$ cat config.mk
export PLATFORM = sky130hd
export DESIGN_NAME = dac_voice_mixer_sched
export DESIGN_NICKNAME = d
export VERILOG_FILES = /design/src/rtl/dac_voice_mixer_sched_pkg.sv /design/src/rtl/dac_voice_mixer_sched_prescaler.sv /design/src/rtl/dac_voice_mixer_sched.sv
export SDC_FILE = /design/constraint.sdc
export NUM_CORES = 1
export LEC_CHECK = 0
export BUFFER_PORTS_ARGS = -buffer_cell sky130_fd_sc_hd__buf_2
export CAP_MARGIN = 20
export CORE_UTILIZATION = 45
export DETAILED_ROUTE_END_ITERATION = 6
export PLACE_DENSITY = 0.71
export RECOVER_POWER = 50
export SYNTH_ARGS = -nofsm -noshare
export SYNTH_HDL_FRONTEND = slang
export SYNTH_HIERARCHICAL = 1
export SYNTH_SLANG_ARGS = --single-unit
$ cat constraint.sdc
create_clock -name i_clk -period 3.43 [get_ports i_clk]
set_clock_uncertainty 0.15 [all_clocks]
set_input_delay 0.343 -clock i_clk [delete_from_list [all_inputs] [get_ports i_clk]]
set_output_delay 0.343 -clock i_clk [all_outputs]
set_load 0.1 [all_outputs]
$ cat src/rtl/dac_voice_mixer_sched_pkg.sv
// Shared types and constants for the DAC voice mixer scheduler.
// Optional dither (build macro MIX_DITHER_EN) uses the LFSR constants below.
package dac_voice_mixer_sched_pkg;

    typedef enum logic [1:0] {
        IDLE = 2'd0,
        SCAN = 2'd1,
        CLIP = 2'd2
    } mix_state_t;

    // Fibonacci LFSR, taps 16,14,13,11 -> bits 15,13,12,10
    localparam logic [15:0] LFSR_SEED = 16'hACE1;
    localparam logic [15:0] LFSR_TAPS = 16'hB400;

    // Offset-binary code for a zero-valued sample
    function automatic int unsigned midscale_code(input int unsigned dac_w);
        return 32'd1 << (dac_w - 1);
    endfunction

    // Enough headroom that the sum of all voices cannot wrap before saturation
    function automatic int unsigned acc_width(input int unsigned sample_w,
                                              input int unsigned num_voices);
        return sample_w + $clog2(num_voices);
    endfunction

endpackage

$ cat src/rtl/dac_voice_mixer_sched_prescaler.sv
// Sample-rate prescaler: free-running 0..TICK_DIV-1 counter, tick on the last count.
module mix_tick_prescaler #(
    parameter int TICK_DIV = 1024
) (
    input  logic i_clk,
    input  logic i_res,
    output logic o_tick
);

    localparam int CNT_W = $clog2(TICK_DIV);
    localparam logic [CNT_W-1:0] LAST_CNT = CNT_W'(TICK_DIV - 1);

    logic [CNT_W-1:0] cnt;

    // Wrapping period counter
    always_ff @(posedge i_clk) begin
        // NOTE: state registers use non-blocking assignments so every flop
        // samples pre-edge values regardless of statement order.
        if (i_res) begin
            cnt <= '0;
        end else if (cnt == LAST_CNT) begin
            cnt <= '0;
        end else begin
            cnt <= cnt + CNT_W'(1);
        end
    end

    assign o_tick = (cnt == LAST_CNT);

endmodule

$ cat src/rtl/dac_voice_mixer_sched.sv
// Time-division mixer feeding one delta-sigma DAC from NUM_VOICES tone voices.
// Each tick: scan voices with valid/ack, sum with saturation, convert to
// offset binary, hold the top DAC_W bits until the next sweep.
// Build macro MIX_DITHER_EN adds LFSR dither before truncation.
module dac_voice_mixer_sched
    import dac_voice_mixer_sched_pkg::*;
#(
    parameter int NUM_VOICES = 4,
    parameter int SAMPLE_W   = 8,
    parameter int DAC_W      = 6,
    parameter int TICK_DIV   = 1024
) (
    input  logic                           i_clk,
    input  logic                           i_res,
    input  logic [NUM_VOICES*SAMPLE_W-1:0] i_voice_data,
    input  logic [NUM_VOICES-1:0]          i_voice_valid,
    output logic [NUM_VOICES-1:0]          o_voice_ack,
    input  logic                           i_mute,
    output logic [DAC_W-1:0]               o_dac_data,
    output logic                           o_tick,
    output logic                           o_busy
);

    localparam int ACC_W = int'(acc_width(SAMPLE_W, NUM_VOICES));
    localparam int IDX_W = $clog2(NUM_VOICES);
    localparam logic [IDX_W-1:0]        LAST_IDX = IDX_W'(NUM_VOICES - 1);
    localparam logic [DAC_W-1:0]        MIDSCALE = DAC_W'(midscale_code(DAC_W));
    localparam logic signed [ACC_W-1:0] SAT_MAX  = ACC_W'((1 << (SAMPLE_W - 1)) - 1);
    localparam logic signed [ACC_W-1:0] SAT_MIN  = ~SAT_MAX;

    mix_state_t                 state;
    logic signed [ACC_W-1:0]    acc;
    logic [IDX_W-1:0]           idx;
    logic [SAMPLE_W-1:0]        voice_samples [NUM_VOICES];
    logic [SAMPLE_W-1:0]        cur_sample;
    logic [ACC_W-1:0]           sample_ext;
    logic [SAMPLE_W-1:0]        sat_val;
    logic [SAMPLE_W-1:0]        off_val;
    logic [SAMPLE_W-1:0]        mix_val;
    logic [DAC_W-1:0]           code;

    mix_tick_prescaler #(
        .TICK_DIV (TICK_DIV)
    ) u_prescaler (
        .i_clk  (i_clk),
        .i_res  (i_res),
        .o_tick (o_tick)
    );

    for (genvar v = 0; v < NUM_VOICES; v++) begin : g_unpack
        assign voice_samples[v] = i_voice_data[v*SAMPLE_W +: SAMPLE_W];
    end

    assign cur_sample = voice_samples[idx];
    assign sample_ext = {{(ACC_W - SAMPLE_W){cur_sample[SAMPLE_W-1]}}, cur_sample};

    // Handshake: ack the scanned voice in the same cycle its sample is taken
    always_comb begin
        // NOTE: default assignment first so no path leaves the output
        // unassigned and a latch cannot be inferred.
        o_voice_ack = '0;
        if (!i_res && state == SCAN && i_voice_valid[idx]) begin
            o_voice_ack[idx] = 1'b1;
        end
    end

    // Saturate to sample range, then flip MSB to move to offset binary
    always_comb begin
        if (acc > SAT_MAX) begin
            sat_val = SAT_MAX[SAMPLE_W-1:0];
        end else if (acc < SAT_MIN) begin
            sat_val = SAT_MIN[SAMPLE_W-1:0];
        end else begin
            sat_val = acc[SAMPLE_W-1:0];
        end
        off_val = {~sat_val[SAMPLE_W-1], sat_val[SAMPLE_W-2:0]};
    end

`ifdef MIX_DITHER_EN
    logic [15:0] lfsr;

    // Dither source advances once per sample period
    always_ff @(posedge i_clk) begin
        if (i_res) begin
            lfsr <= LFSR_SEED;
        end else if (o_tick) begin
            lfsr <= {lfsr[14:0], ^(lfsr & LFSR_TAPS)};
        end
    end

    if (SAMPLE_W > DAC_W) begin : g_dither
        logic [SAMPLE_W:0] dith_sum;
        assign dith_sum = {1'b0, off_val} + (SAMPLE_W + 1)'(lfsr[SAMPLE_W-DAC_W-1:0]);
        // Clamp at all-ones instead of wrapping to a low code
        assign mix_val  = dith_sum[SAMPLE_W] ? '1 : dith_sum[SAMPLE_W-1:0];
    end else begin : g_no_dither
        assign mix_val = off_val;
    end
`else
    assign mix_val = off_val;
`endif

    assign code = DAC_W'(mix_val >> (SAMPLE_W - DAC_W));

    // Sweep sequencer: IDLE waits for tick, SCAN one voice per cycle, CLIP loads DAC
    always_ff @(posedge i_clk) begin
        if (i_res) begin
            state      <= IDLE;
            acc        <= '0;
            idx        <= '0;
            o_busy     <= 1'b0;
            o_dac_data <= MIDSCALE;
        end else begin
            case (state)
                IDLE: begin
                    if (o_tick) begin
                        state  <= SCAN;
                        acc    <= '0;
                        idx    <= '0;
                        o_busy <= 1'b1;
                    end
                end
                SCAN: begin
                    if (i_voice_valid[idx]) begin
                        acc <= acc + sample_ext;
                    end
                    if (idx == LAST_IDX) begin
                        state <= CLIP;
                    end else begin
                        idx <= idx + IDX_W'(1);
                    end
                end
                CLIP: begin
                    o_dac_data <= i_mute ? MIDSCALE : code;
                    state      <= IDLE;
                    o_busy     <= 1'b0;
                end
                default: begin
                    state  <= IDLE;
                    o_busy <= 1'b0;
                end
            endcase
        end
    end

endmodule

# Word-level counts from Yosys, hierarchy flattened
# Index checks and enable logic that the tools add are counted.
# op_classes
addsub,3
order_cmp,5
eq_ne,8
muxes,22
n_bitwise,3
n_reduce_logical,11
# op_table
operator,n
8-bit two-way mux,4
10-bit two-way mux,2
10-bit case mux with 2 select lines,1
8-bit binary-select mux with 2-bit select,1
"10-bit by 1-bit adder with 10-bit output, second input constant",1
10-bit adder,1
"10-bit equality test, second input constant",1
"10-bit by 8-bit > comparator with 1-bit output, second input constant",1
"10-bit by 8-bit < comparator with 1-bit output, second input constant",1
2-bit two-way mux,4
2-bit case mux with 2 select lines,2
6-bit two-way mux,1
3-bit AND reduction,2
"2-bit equality test, second input constant",2
4-bit two-way mux,1
"2-bit by 1-bit != test with 1-bit output, second input constant",2
"2-bit != test, second input constant",2
2-bit AND reduction,2
"3-bit >= comparator, second input constant",1
1-bit logical AND,3
"2-bit by 3-bit < comparator with 1-bit output, second input constant",1
1-bit two-way mux,3
2-bit inverter with 3-bit output,1
"2-bit by 1-bit adder with 2-bit output, second input constant",1
other kinds (10),11
# word_totals
regBits,31
inputBits,39
output_inout_bits,12
word_cells,58

# Longest topological paths before layout
# logic_depth
ltp_word,7
depth_mapped,11
mapped_depth_nobuf,10

# Cells and area by module
# Netlist, hierarchy kept.
# modules_own_cells
module,instances,cells_each,area_per_inst_um2
dac_voice_mixer_sched,1,170,1524.0
mix_tick_prescaler,1,54,466.7

# Worst setup path before layout
# OpenSTA, ideal clock, no wires.
# synth_path
kind,reg-to-reg
from,register u_prescaler.cnt[0]
to,register acc[9]
arrival_ns,4.086
setup_slack_ns,-0.928
stages_incl_launch_ff,9
path_buffers,0
period_less_slack_ns,4.358
path_cell_list,dfxtp_1 ha_1 nand2_2 nor3_1 nand2b_1 a21oi_4 nor2_2 and2_1 a311o_1
# synth_between
elab_chain_len,3
# synth_lines
item,line_no,text
"start, declared",dac_voice_mixer_sched_prescaler.sv:13,logic [CNT_W-1:0] cnt;
"start signal, assigned",dac_voice_mixer_sched_prescaler.sv:24,cnt <= cnt + CNT_W'(1);
10-bit equality test,dac_voice_mixer_sched_prescaler.sv:28,assign o_tick = (cnt == LAST_CNT);
named net o_tick,dac_voice_mixer_sched.sv:20,"output logic o_tick,"
2-bit != test (no line),n/a,
3-bit AND reduction (no line),n/a,
"end signal, assigned",dac_voice_mixer_sched.sv:125,acc <= acc + sample_ext;
"end, declared",dac_voice_mixer_sched.sv:32,logic signed [ACC_W-1:0] acc;
# The timed path passes the listed nets, and every way through them passes these cells.
# A chain may end at the register's enable or synchronous reset.

# Worst setup path in the final report
# layout_path
from,register idx[1]
to,register acc[8]
# layout_between
elab_chain_len,7
elab_cells_between_ends,11
# layout_lines
item,line_no,text
"start, declared",dac_voice_mixer_sched.sv:33,logic [IDX_W-1:0] idx;
"start signal, assigned",dac_voice_mixer_sched.sv:130,idx <= idx + IDX_W'(1);
2-bit inverter with 3-bit output (implied by the code),dac_voice_mixer_sched.sv:54,assign cur_sample = voice_samples[idx];
8-bit binary-select mux with 2-bit select,dac_voice_mixer_sched.sv:54,
8-bit two-way mux (implied by the code) (2 in a row),dac_voice_mixer_sched.sv:54,
10-bit adder,dac_voice_mixer_sched.sv:125,
10-bit two-way mux,dac_voice_mixer_sched.sv:124,if (i_voice_valid[idx]) begin
10-bit case mux with 2 select lines,dac_voice_mixer_sched.sv:114,case (state)
# Several ways; a longest one is shown, not always the timed one. The select of a mux whose other input is x is not followed.

==> metrics.log <==
INFO  metric run_status = finished clean
INFO  metric numClockSinks = 31
INFO  metric timing_max_transition_violations_final = 0
INFO  metric post-route-cell-area = about 0.0024 sq mm
INFO  metric p_leak = 0.9421 nW
INFO  metric hold_violations = 0
INFO  metric max_fclk = between 0.3 and 0.4 GHz
INFO  metric dp_hpwl = ~3400 um
INFO  metric cts_h_tree_depth = 2
INFO  metric r2r_setup_slack = around 0.34 ns
INFO  metric setup_tns = 0 ns
INFO  metric layout-drive-gt1-share = 24.10%
INFO  metric worstPathRequired = 3.48 ns
INFO  metric root_buffer = clkbuf_8
INFO  metric route.detailed.vias_per_inst = ~5.5
INFO  metric worst_setup_path_endpoint = acc[8]
INFO  metric rr_startpoint = idx[1]
INFO  metric synthesized_netlist_net_count = between 200 and 300
INFO  metric synth_area_leaders = dfxtp_1 (31%), mux4_2 (9.1%), ha_1 (8.8%)
INFO  metric core_area = 0.004115 sq mm
INFO  metric postLayoutCoreUtil = 58.32%
INFO  metric fin_crit_sh = 90.07%
INFO  metric globalRoute.totalOverflow = 0
INFO  metric worst-slew-pin-transition = 1.172 ns
INFO  metric critical_path.startpoint = idx[1]
INFO  metric tritoncts = yes
INFO  metric setup.worst_path.start_class = flop
INFO  metric pre_cts_slack = between 0.3 and 0.4 ns
INFO  metric number_of_global_route_vias_before_repair = approximately 1.5k
INFO  metric floorplan.rows = 23
INFO  metric critPathMaxFanout = 8
INFO  metric power_density_cells = roughly 340 mW/mm^2
INFO  metric synth-main-ff-cell = dfxtp_1
INFO  metric max-slew-margin-rel = 22.19%
INFO  metric setup-violations-final = 0
INFO  metric synth_edf_count = 0
INFO  metric drtAntennaViolNets = 0
INFO  metric drc = 0
INFO  metric most_repeated_cell_in_the_gate_level_netlist_after_synthesis = dfxtp_1
INFO  metric floorplan_die_width = 68.51 um
INFO  metric combined_area_of_all_synthesized_cells = 0.001991 sq mm
INFO  metric setup.worst_path.class = reg -> reg
INFO  metric antenna_found_initial = 0
INFO  metric yosysTopAreaCellShare = 31.18%
INFO  metric grt_first_pass_wirelength = 6603 um
INFO  metric finalNetCount = 331
INFO  metric number_of_fill_cells_in_the_layout = slightly below 400
INFO  metric first_iter_violations = 96
INFO  metric drt-pass1-iter-count = 4
INFO  metric postCtsHoldBufs = 0
INFO  metric clock_buffer_count_from_cts = 5
INFO  metric place_congestion = 0.7729
INFO  metric critical_path.endpoint_type = flop
INFO  metric r2r_cells = 10
INFO  metric route.vias.total = about 1.8k
INFO  metric postPlaceCellArea = 0.002303 sq mm
INFO  metric synth_to_layout_area_growth = 20.55%
INFO  metric initial_core_util = 48.37%
INFO  metric asyncSetResetFlopFracSynth = 0%
INFO  metric post-cts-setup-buffers = 0
INFO  metric synth.distinct_cells = 51
INFO  metric min_period = 3.089 ns
INFO  metric chipHeight = 68.51 um
INFO  metric syn_avg_cell_area = between 8 and 9 sq um
INFO  metric synth_sequential_area_ratio = 31.18%
INFO  metric grt_setup_unrepaired = false
INFO  metric drt-total-wl = about 4400 um
INFO  metric grt_start_max_net_pins = 28
INFO  metric number_of_i_o_pins = 51
INFO  metric antennaDiodeCount = 0
INFO  metric holdCritStartpoint = i_mute
INFO  metric synth.largest_area_cell = dfxtp_1
INFO  metric clkSlewWorstSetupHoldPaths = about 0.070 ns
INFO  metric crit-reg2reg-capture = acc[8]
INFO  metric routed_wire_length_per_instance = 13.33 um
INFO  metric cts_resized = 0
INFO  metric power.ir.vdd_worst = between 0.2 and 0.25 mV
INFO  metric post-route-worst-setup-slack = 0.3408 ns
INFO  metric syn_inst = 224
INFO  metric warnings_from_yosys = 6
INFO  metric synth_commonest_cells = dfxtp_1 (31), a21oi_1 (19), nor2_1 (17), nand2_1 (15)
INFO  metric clk_latency = between 0.2 and 0.3 ns
INFO  metric yosys_register_bits = 31
INFO  metric hp-class = in -> reg
INFO  metric worstPathArrival = 3.14 ns
INFO  metric timing.max_cap.violations = 0
INFO  metric fp.dieArea = 0.004694 sq mm
INFO  metric clock_tree.buffer_depth = 2
INFO  metric io_buffer_count = 50
INFO  metric grt.total_usage = 19.21%
==> how the worst min path moves through the flow <==
stage | cells past startpoint | slack [ns] | end
5_1_grt | 3 | 0.17 | o_dac_data[5]
3_5_place_dp | 2 | 0.30 | o_dac_data[2]
3_3_place_gp | 2 | 0.29 | o_dac_data[4]
6_report | 3 | 0.17 | o_dac_data[5]
2_1_floorplan | 1 | 0.29 | u_prescaler/cnt[0]
4_1_cts | 3 | 0.17 | o_dac_data[5]
==> stage by stage <==
step	power [W]	cells	hold slack, ns
2_1_floorplan	0.0004187	224	0.2871
3_3_place_gp	0.0004459	320	0.2890
3_5_place_dp	0.0004472	320	0.2987
4_1_cts	0.0008173	328	0.1729
5_1_grt	0.0008477	328	0.1748
6_report	0.0008115	328	0.1718
==> final cells by class <==
type                       instances  area [sq um]  area share [%]
clock buffer                       6         82.58           3.441
inverter                          11         41.29           1.721
tap                               50         62.56           2.607
sequential                        31         620.6           25.86
clock inverter                     2         35.03           1.460
multi-input combinational        175          1294           53.91
timing repair buffer              53         264.0           11.00
==> kinds of logic (layout without fill, tap and decap cells) <==
logic type / Yosys count / after routing / synth area share [%]
buf+inv: 18 / 72 / 3.457
compound gates: 58 / 58 / 18.61
flops: 31 / 31 / 31.18
fa+ha+maj: 15 / 15 / 9.805
xor+xnor: 7 / 7 / 3.080
mux: 11 / 11 / 11.38
simple gates: 84 / 84 / 22.50
==> critical path: stages (launching register included) <==
cell	delay [ns]
dfxtp_1	0.52
mux4_2	0.26
ha_1	0.18
inv_1	0.06
fa_1	0.38
nor2b_1	0.17
o21a_1	0.15
o21ai_0	0.16
a2111oi_0	0.65
nor3_1	0.10
o31ai_1	0.24
==> where the power goes <==
part	leakage, nW	internal, W	switching, W
Clock	0.0612	0.000235	0.000138
Combinational	0.630	0.0000366	0.0000291
Sequential	0.251	0.000366	0.00000723
Total	0.942	0.000637	0.000174
==> flip-flops by register name, summed over array words and instances (netlist names) <==
signal           count
o_busy               1
o_dac_data           6
acc                 10
idx                  2
state                2
u_prescaler/cnt     10
==> layout by cell type (no fill, tap or decap), types with 5 or more instances in the layout <==
cell and count:
a21oi_1 19, xnor2_1 5, mux4_2 8, nor2_1 17
and3_1 6, nand2_1 16, nand3_1 8, nand2b_1 7
o21ai_0 14, buf_2 43, inv_1 11, ha_1 14
dfxtp_1 31, clkbuf_8 6, nor3_1 8, clkbuf_1 7
==> metal layers <==
| layer | routed length (um) | up-vias | track usage [%] |
|---|---|---|---|
| met1 | 2069 | 849 | 24.57 |
| met3 | 156 | 4 | 5.921 |
| met2 | 2131 | 34 | 31.74 |
| met4 | 14 | 0 | 3.906 |
| li1 | - | 930 | - |
| met5 | 0 | - | 0 |
Note: power is estimated with default switching activity, not from simulation.
